File: src/rtl/sam_sequencer.sv
// Hardwired Moore control unit for the SAM accumulator datapath.
// Sequences fetch/decode/execute, runs the REQUEST/WAIT memory handshake and guards it with a watchdog.
module sam_sequencer #(
    parameter int MEM_TIMEOUT = 255
) (
    input  logic        clk,
    input  logic        rst,
    input  logic        WAIT,
    input  logic        IR15,
    input  logic        AC15,
    input  logic        IR14,
    output logic [21:0] b,
    output logic [4:0]  state,
    output logic        err
);

    typedef enum logic [4:0] {
        S_RST = 5'd0,
        S_F0  = 5'd1,
        S_F1  = 5'd2,
        S_F2  = 5'd3,
        S_F3  = 5'd4,
        S_DEC = 5'd5,
        S_RD1 = 5'd6,
        S_RD2 = 5'd7,
        S_LD1 = 5'd8,
        S_AD1 = 5'd9,
        S_EX2 = 5'd10,
        S_EX3 = 5'd11,
        S_ST1 = 5'd12,
        S_ST2 = 5'd13,
        S_ST3 = 5'd14,
        S_ST4 = 5'd15,
        S_BR1 = 5'd16,
        S_ERR = 5'd31
    } state_t;

    localparam logic [7:0] WD_LIMIT = 8'(MEM_TIMEOUT - 1);

    state_t      state_q, state_d;
    logic [21:0] b_q, b_d;
    logic        err_q, err_d;
    logic [7:0]  wcnt_q, wcnt_d;
    logic        in_wait_state;
    logic        timeout;

    // Control word is a pure function of the state, so it can be registered from the next state.
    function automatic logic [21:0] decode(input state_t s);
        case (s)
            S_RST:        decode = 22'h000040;
            S_F0:         decode = 22'h200400;
            S_F1, S_RD1:  decode = 22'h00200C;
            S_F2:         decode = 22'h00220C;
            S_F3:         decode = 22'h080820;
            S_DEC:        decode = 22'h100400;
            S_RD2:        decode = 22'h00228C;
            S_LD1:        decode = 22'h014000;
            S_AD1:        decode = 22'h038000;
            S_EX2:        decode = 22'h000001;
            S_EX3:        decode = 22'h040000;
            S_ST1:        decode = 22'h000002;
            S_ST2:        decode = 22'h000100;
            S_ST3, S_ST4: decode = 22'h003004;
            S_BR1:        decode = 22'h100010;
            default:      decode = 22'h000000;
        endcase
    endfunction

    assign in_wait_state = (state_q == S_F2) || (state_q == S_RD2) || (state_q == S_ST4);
    assign timeout       = WAIT && (wcnt_q == WD_LIMIT);

    always_comb begin
        // NOTE: every variable gets a default first so no path leaves it unassigned (no latch).
        state_d = state_q;
        wcnt_d  = wcnt_q;

        case (state_q)
            S_RST: state_d = S_F0;
            S_F0:  state_d = S_F1;
            S_F1:  state_d = S_F2;
            S_F2:  state_d = !WAIT ? S_F3 : (timeout ? S_ERR : S_F2);
            S_F3:  state_d = S_DEC;
            S_DEC: begin
                case ({IR15, IR14})
                    2'b01:   state_d = S_ST1;
                    2'b11:   state_d = AC15 ? S_BR1 : S_F0;
                    default: state_d = S_RD1;
                endcase
            end
            S_RD1: state_d = S_RD2;
            S_RD2: begin
                if (!WAIT)        state_d = IR15 ? S_AD1 : S_LD1;
                else if (timeout) state_d = S_ERR;
            end
            S_LD1: state_d = S_EX2;
            S_AD1: state_d = S_EX2;
            S_EX2: state_d = S_EX3;
            S_EX3: state_d = S_F0;
            S_ST1: state_d = S_ST2;
            S_ST2: state_d = S_ST3;
            S_ST3: state_d = S_ST4;
            S_ST4: state_d = !WAIT ? S_F0 : (timeout ? S_ERR : S_ST4);
            S_BR1: state_d = S_F0;
            S_ERR: state_d = S_ERR;
            default: state_d = S_RST;
        endcase

        // Watchdog counts busy cycles of the current access and restarts at each request state.
        if (in_wait_state && WAIT && (wcnt_q != 8'hFF))
            wcnt_d = wcnt_q + 8'd1;
        if ((state_d == S_F1) || (state_d == S_RD1) || (state_d == S_ST3))
            wcnt_d = 8'd0;
    end

    always_comb begin
        b_d   = decode(state_d);
        err_d = (state_d == S_ERR);
    end

    always_ff @(posedge clk) begin
        // NOTE: sequential state uses non-blocking assignments so all flops update from pre-edge values.
        if (rst) begin
            state_q <= S_RST;
            b_q     <= 22'h000040;
            err_q   <= 1'b0;
            wcnt_q  <= 8'd0;
        end else begin
            state_q <= state_d;
            b_q     <= b_d;
            err_q   <= err_d;
            wcnt_q  <= wcnt_d;
        end
    end

    assign b     = b_q;
    assign state = state_q;
    assign err   = err_q;

endmodule

File: config.mk
export PLATFORM = sky130hd
export DESIGN_NAME = sam_sequencer
export DESIGN_NICKNAME = d
export VERILOG_FILES = /design/src/rtl/sam_sequencer.sv
export SDC_FILE = /design/constraint.sdc
export NUM_CORES = 1
export LEC_CHECK = 0
export CORE_UTILIZATION = 55
export CTS_BUF_LIST = sky130_fd_sc_hd__clkbuf_16
export DETAILED_ROUTE_END_ITERATION = 7
export PLACE_DENSITY = 0.84
export REMOVE_ABC_BUFFERS = 1
export SETUP_SLACK_MARGIN = 0.02
export SYNTH_ARGS = -nofsm -noshare
export SYNTH_HDL_FRONTEND = slang
export SYNTH_SLANG_ARGS = --single-unit
File: constraint.sdc
create_clock -name clk -period 5.24 [get_ports clk]
set_clock_uncertainty 0.05 [all_clocks]
set_input_delay 0.524 -clock clk [delete_from_list [all_inputs] [get_ports clk]]
set_output_delay 0.524 -clock clk [all_outputs]
set_load 0.005 [all_outputs]
Word level (Yosys, flattened, before mapping). Memory sizes are Yosys's and may differ from the RTL's. A register that Yosys moved wholly into a read port is not among the register bits. Cells that the tools add are included.

Register bits: 14. ROM bits: 704. Output and inout port bits: 28. Logic and storage cells: 51. Memories: 1.

Memories: (name not given) (depth 32, bits a word 22, read ports 1, clocked after Yosys merged registers in 1, write ports 0, RTL line 49) `case (s)`.

Add/sub/neg operators: 1. Equality and inequality tests: 25. Mux-type cells: 10. Reductions and logical operators: 11.

Operator list (count): $pmux W5 S15 (1); $eq A5 B4 Y1 const B (9); $mux W5 (7); $eq A5 B3 Y1 const B (5); $eq A5 B2 Y1 const B (3); $eq A5 B5 Y1 const B (3); $pmux W5 S2 (1); $add A8 B1 Y8 const B (1); $eq A8 B8 Y1 const B (1); $ne A8 B8 Y1 const B (1); $eq A5 B1 Y1 const B (1); $logic_not A5 Y1 (1); $logic_or A1 B1 Y1 (4); $reduce_or A2 Y1 (2); $logic_and A1 B1 Y1 (3); $reduce_or A3 Y1 (1); $eq A2 B1 Y1 const B (1); $eq A2 B2 Y1 const B (1); $mux W1 (1).

Logic depth before layout (Yosys ltp).
Word-level depth: 9. Gate-level depth with buffers: 8. Gate-level depth less buffers: 7.

Worst setup path before layout. No wires, ideal clock.

Kind: input -> register. From: input WAIT. To: register b_q[0], in the netlist b[0]. Setup time: 82 ps. Data arrival time: 1793 ps. Required time: 5108 ps. Setup slack: 3315 ps. Stages on the path: 7. Cells stage by stage: buf_2 > nand2_1 > or4_4 > nor2_4 > o211ai_4 > buf_6 > nor3_1.

Cells in the longest elaborated chain, start to end: 4. Elaborated cells between the ends (all ways): 8. Those cells by class: mux: 7; reduce/logical: 1.

RTL lines: start: declaration (RTL line 8) `input logic WAIT,`; $logic_and A1 B1 Y1 (RTL line 70) `assign timeout = WAIT && (wcnt_q == WD_LIMIT);`; $mux W5, on equally long branches (RTL line 93, 102, 81); $mux W5, on equally long branches (RTL line 92, 102, 81); $pmux W5 S15 (*) (RTL line 77) `case (state_q)`; end: declaration (RTL line 41) `logic [21:0] b_q, b_d;`.

Mark *: on every way between the ends. The rest lies on a longest branch, timed or not. A chain may end at the register's enable or synchronous reset.

Worst setup path after layout.
From: input WAIT. To: register wcnt_q[2].

Cells in the longest elaborated chain, start to end: 8. Elaborated cells between the ends (all ways): 16. Those cells by class: eq/ne: 3; mux: 7; reduce/logical: 6.

RTL lines: $logic_and A1 B1 Y1 (RTL line 70); $mux W5, on equally long branches (RTL line 93, 102, 81); $mux W5, on equally long branches (RTL line 92, 102, 81); $pmux W5 S15 (RTL line 77); $eq A5 B2 Y1 or $eq A5 B3 Y1 (tied branches) (RTL line 111) `if ((state_d == S_F1) || (state_d == S_RD1) || (state_d == S_ST3))`; $logic_or A1 B1 Y1 (2 in a row) (RTL line 111); $reduce_or A2 Y1 (no line); end signal: assignment (RTL line 131) `wcnt_q <= wcnt_d;`; end: declaration (RTL line 43) `logic [7:0] wcnt_q, wcnt_d;`.

Several ways; a longest one is shown, not always the timed one.

==> results.json <==
{
  "nNetsFinal": 219,
  "nFillCells": 236,
  "routed_wl_um": 3890,
  "path_clk_slew_ns": 0.05,
  "pwr_density_cell_nw_per_um2": 318,
  "n_antenna_cell": 0,
  "grt_pass1_wl_um": 6420,
  "clk_latency_ns": 0.28,
  "rsz0062_at_grt": "false",
  "final_cell_mix": "33 x clkdlybuf4s50_1, 32 x dfxtp_1, 13 x nor2_1",
  "endpoint_kind": "flop",
  "ys_warn_count": 0,
  "layout-drive-gt1-share_pct": 16.0,
  "die_w_um": 59.2,
  "power_frac_clock_pct": 46.8,
  "cts.repair.resized": 0,
  "rows": 20,
  "antenna_found_initial": 0,
  "final.period_utilization_pct": 45.6,
  "slowest_stage": "clkdlybuf4s50_1",
  "p_sw_uw": 176,
  "drv_slew": 0,
  "r2r_start": "state[0]",
  "placed_area_um2": 2030,
  "slowest_delay_ns": 0.66,
  "first_iter_violations": 74,
  "crit_chain": "clkdlybuf4s50_1 -> nand2b_1 -> a311oi_1 -> a211o_1 -> and3_1 -> a211oi_1",
  "postCtsSetupRepairBufs": 0,
  "dr.pass1.iters": 5,
  "worst_pin_slew_ns": 0.784,
  "io_pins": 34,
  "synth-main-ff-cell": "dfxtp_1",
  "numClockSinks": 32,
  "root_buffer": "clkbuf_16",
  "status": "finished clean",
  "syn_to_final_growth_pct": 21.9,
  "crit_buf_inv": 1,
  "crit_fanout": 10,
  "postSynthCellCount": 190,
  "num_vias": 1511,
  "synth-seq-cells": 32,
  "grt.total_usage_pct": 24.6,
  "ctsHoldBuffers": 0,
  "final_common_cell": "clkdlybuf4s50_1",
  "ys_async_sr_fraction_pct": 0,
  "hold_violations": 0,
  "die-area_um2": 3500,
  "die_y_um": 59.2,
  "timing.fmax_mhz": 418,
  "hp-class": "flop to flop",
  "maxCapViolCount": 0,
  "crit_start": "WAIT",
  "area.sequential_um2": 641,
  "switching_share_pct": 25.2,
  "port_buffers": 33,
  "grt_max_degree": 23,
  "ys_seq_area_share_pct": 35.6,
  "avgViaCountPerCell": 5.90,
  "relSlewSlack_pct": 47.7,
  "dpl.hpwl_um": 2750,
  "cp-start-kind": "input port",
  "design_area_um2": 2190,
  "syn_area_per_cell_um2": 9.47,
  "clockBufferDepth": 2,
  "cts_made_buffers": 5,
  "syn_area_um2": 1800,
  "core_area_um2": 3080,
  "htreeDepth": 2,
  "cp.required_ns": 5.31,
  "multi_input_comb_area_um2": 970,
  "pwr-share-comb_pct": 14.5,
  "place.gp.congestion": 0.894,
  "initial_core_util_pct": 58.5,
  "cts_tree": "yes",
  "intPower_uw": 522,
  "cp_data_arrival_time_ns": 2.46,
  "synth_edf_count": 0,
  "leakage_uw": 0.000755,
  "period_needed_ns": 2.39,
  "finalSetupViolCount": 0,
  "first_global_vias": 1413,
  "detail-route-antenna-nets": 0,
  "synth.distinct_cells": 59,
  "grt_overflow_total": 0,
  "worstHoldStart": "wcnt_q[2]",
  "cp_top_family": "compound AO/OA/AOI/OAI gates",
  "crit_type": "input port to flop",
  "drc_errors": 0,
  "p_seq_share_pct": 38.7,
  "finalSetupTns_ns": 0,
  "detail_route.wl_per_cell_um": 15.2,
  "ir_drop_mv": 0.210
}
[final cells by class]
class,instances,share of cell area (%)
clock buffers,5,5.70
clock inverters,3,1.94
inverters,8,1.37
multi-input cells,131,44.2
flip-flops and latches,32,29.2
well taps,44,2.51
repair buffers,33,15.1
[path summary, 6_finish.rpt]
path / endpoint / slack, ns / depth (start not counted)
worst max register to register: b[9] / 2.92 / 5
worst max-delay path: wcnt_q[2] / 2.85 / 6
worst min register to register: wcnt_q[2] / 0.55 / 2
worst min-delay path: wcnt_q[2] / 0.55 / 2
[cell families after synthesis]
family                     after synthesis  synth area share [%]
buffers and inverters                   27                  10.5
adders and majority gates                2                  1.39
AOI/OAI and AO/OA                       36                  18.2
DFF                                     32                  35.6
xor gates and xnor gates                 7                  3.41
and+or+nand+nor                         85                  30.3
muxes                                    1                 0.556
[cell usage after synthesis, types with 3 or more instances]
master	instances	share of area, %
dfxtp_1	32	36
nor2_1	13	2.7
nand2_1	12	2.5
nor3_1	12	3.3
buf_6	7	4.4
inv_1	7	1.5
nand2b_1	6	2.1
xnor2_1	6	2.9
a211oi_2	5	3.5
buf_4	5	2.1
nand3_1	5	1.4
a21oi_1	4	1.1
and3_1	4	1.4
buf_2	4	1.1
nand4_1	4	1.4
nor4_2	4	2.8
o21ai_0	4	1.1
a211oi_1	3	1.3
a311oi_1	3	1.5
and2_1	3	1.0
and4_1	3	1.5
[per-layer routing]
layer  GRT usage, %  routed length (um)
met1           30.7                1610
met2           40.3                1980
met3           4.37                 223
met4           12.9                  83
met5              0                   0
[flip-flops by register name, indices dropped and copies added (netlist names)]
signal / count
b: 18
err: 1
state: 5
wcnt_q: 8
[tightest hold or removal path, stage by stage (launching register included)]
cell	delay, ns
dfxtp_1	0.35
xnor2_1	0.16
a211oi_1	0.05
[per-stage QoR]
step,hold WS [ns],utilization [%],cells,power (uW),setup WS (ns)
finish,0.552,71.3,256,698,2.85
CTS,0.556,71.3,256,703,2.84
floorplan,0.498,-,171,329,3.23
global route,0.579,71.3,256,723,2.63
detailed placement,0.539,65.8,248,375,2.56
global placement,0.527,65.8,248,371,2.68
[power groups by stage]
stage / sequential [uW] / clock [uW] / combinational, uW
floorplan: 273 / 0 / 56.6
global placement: 274 / 0 / 96.9
detailed placement: 275 / 0 / 100
CTS: 270 / 332 / 101
global route: 271 / 341 / 111
finish: 270 / 326 / 101
Power figures use the tool's default switching activity.
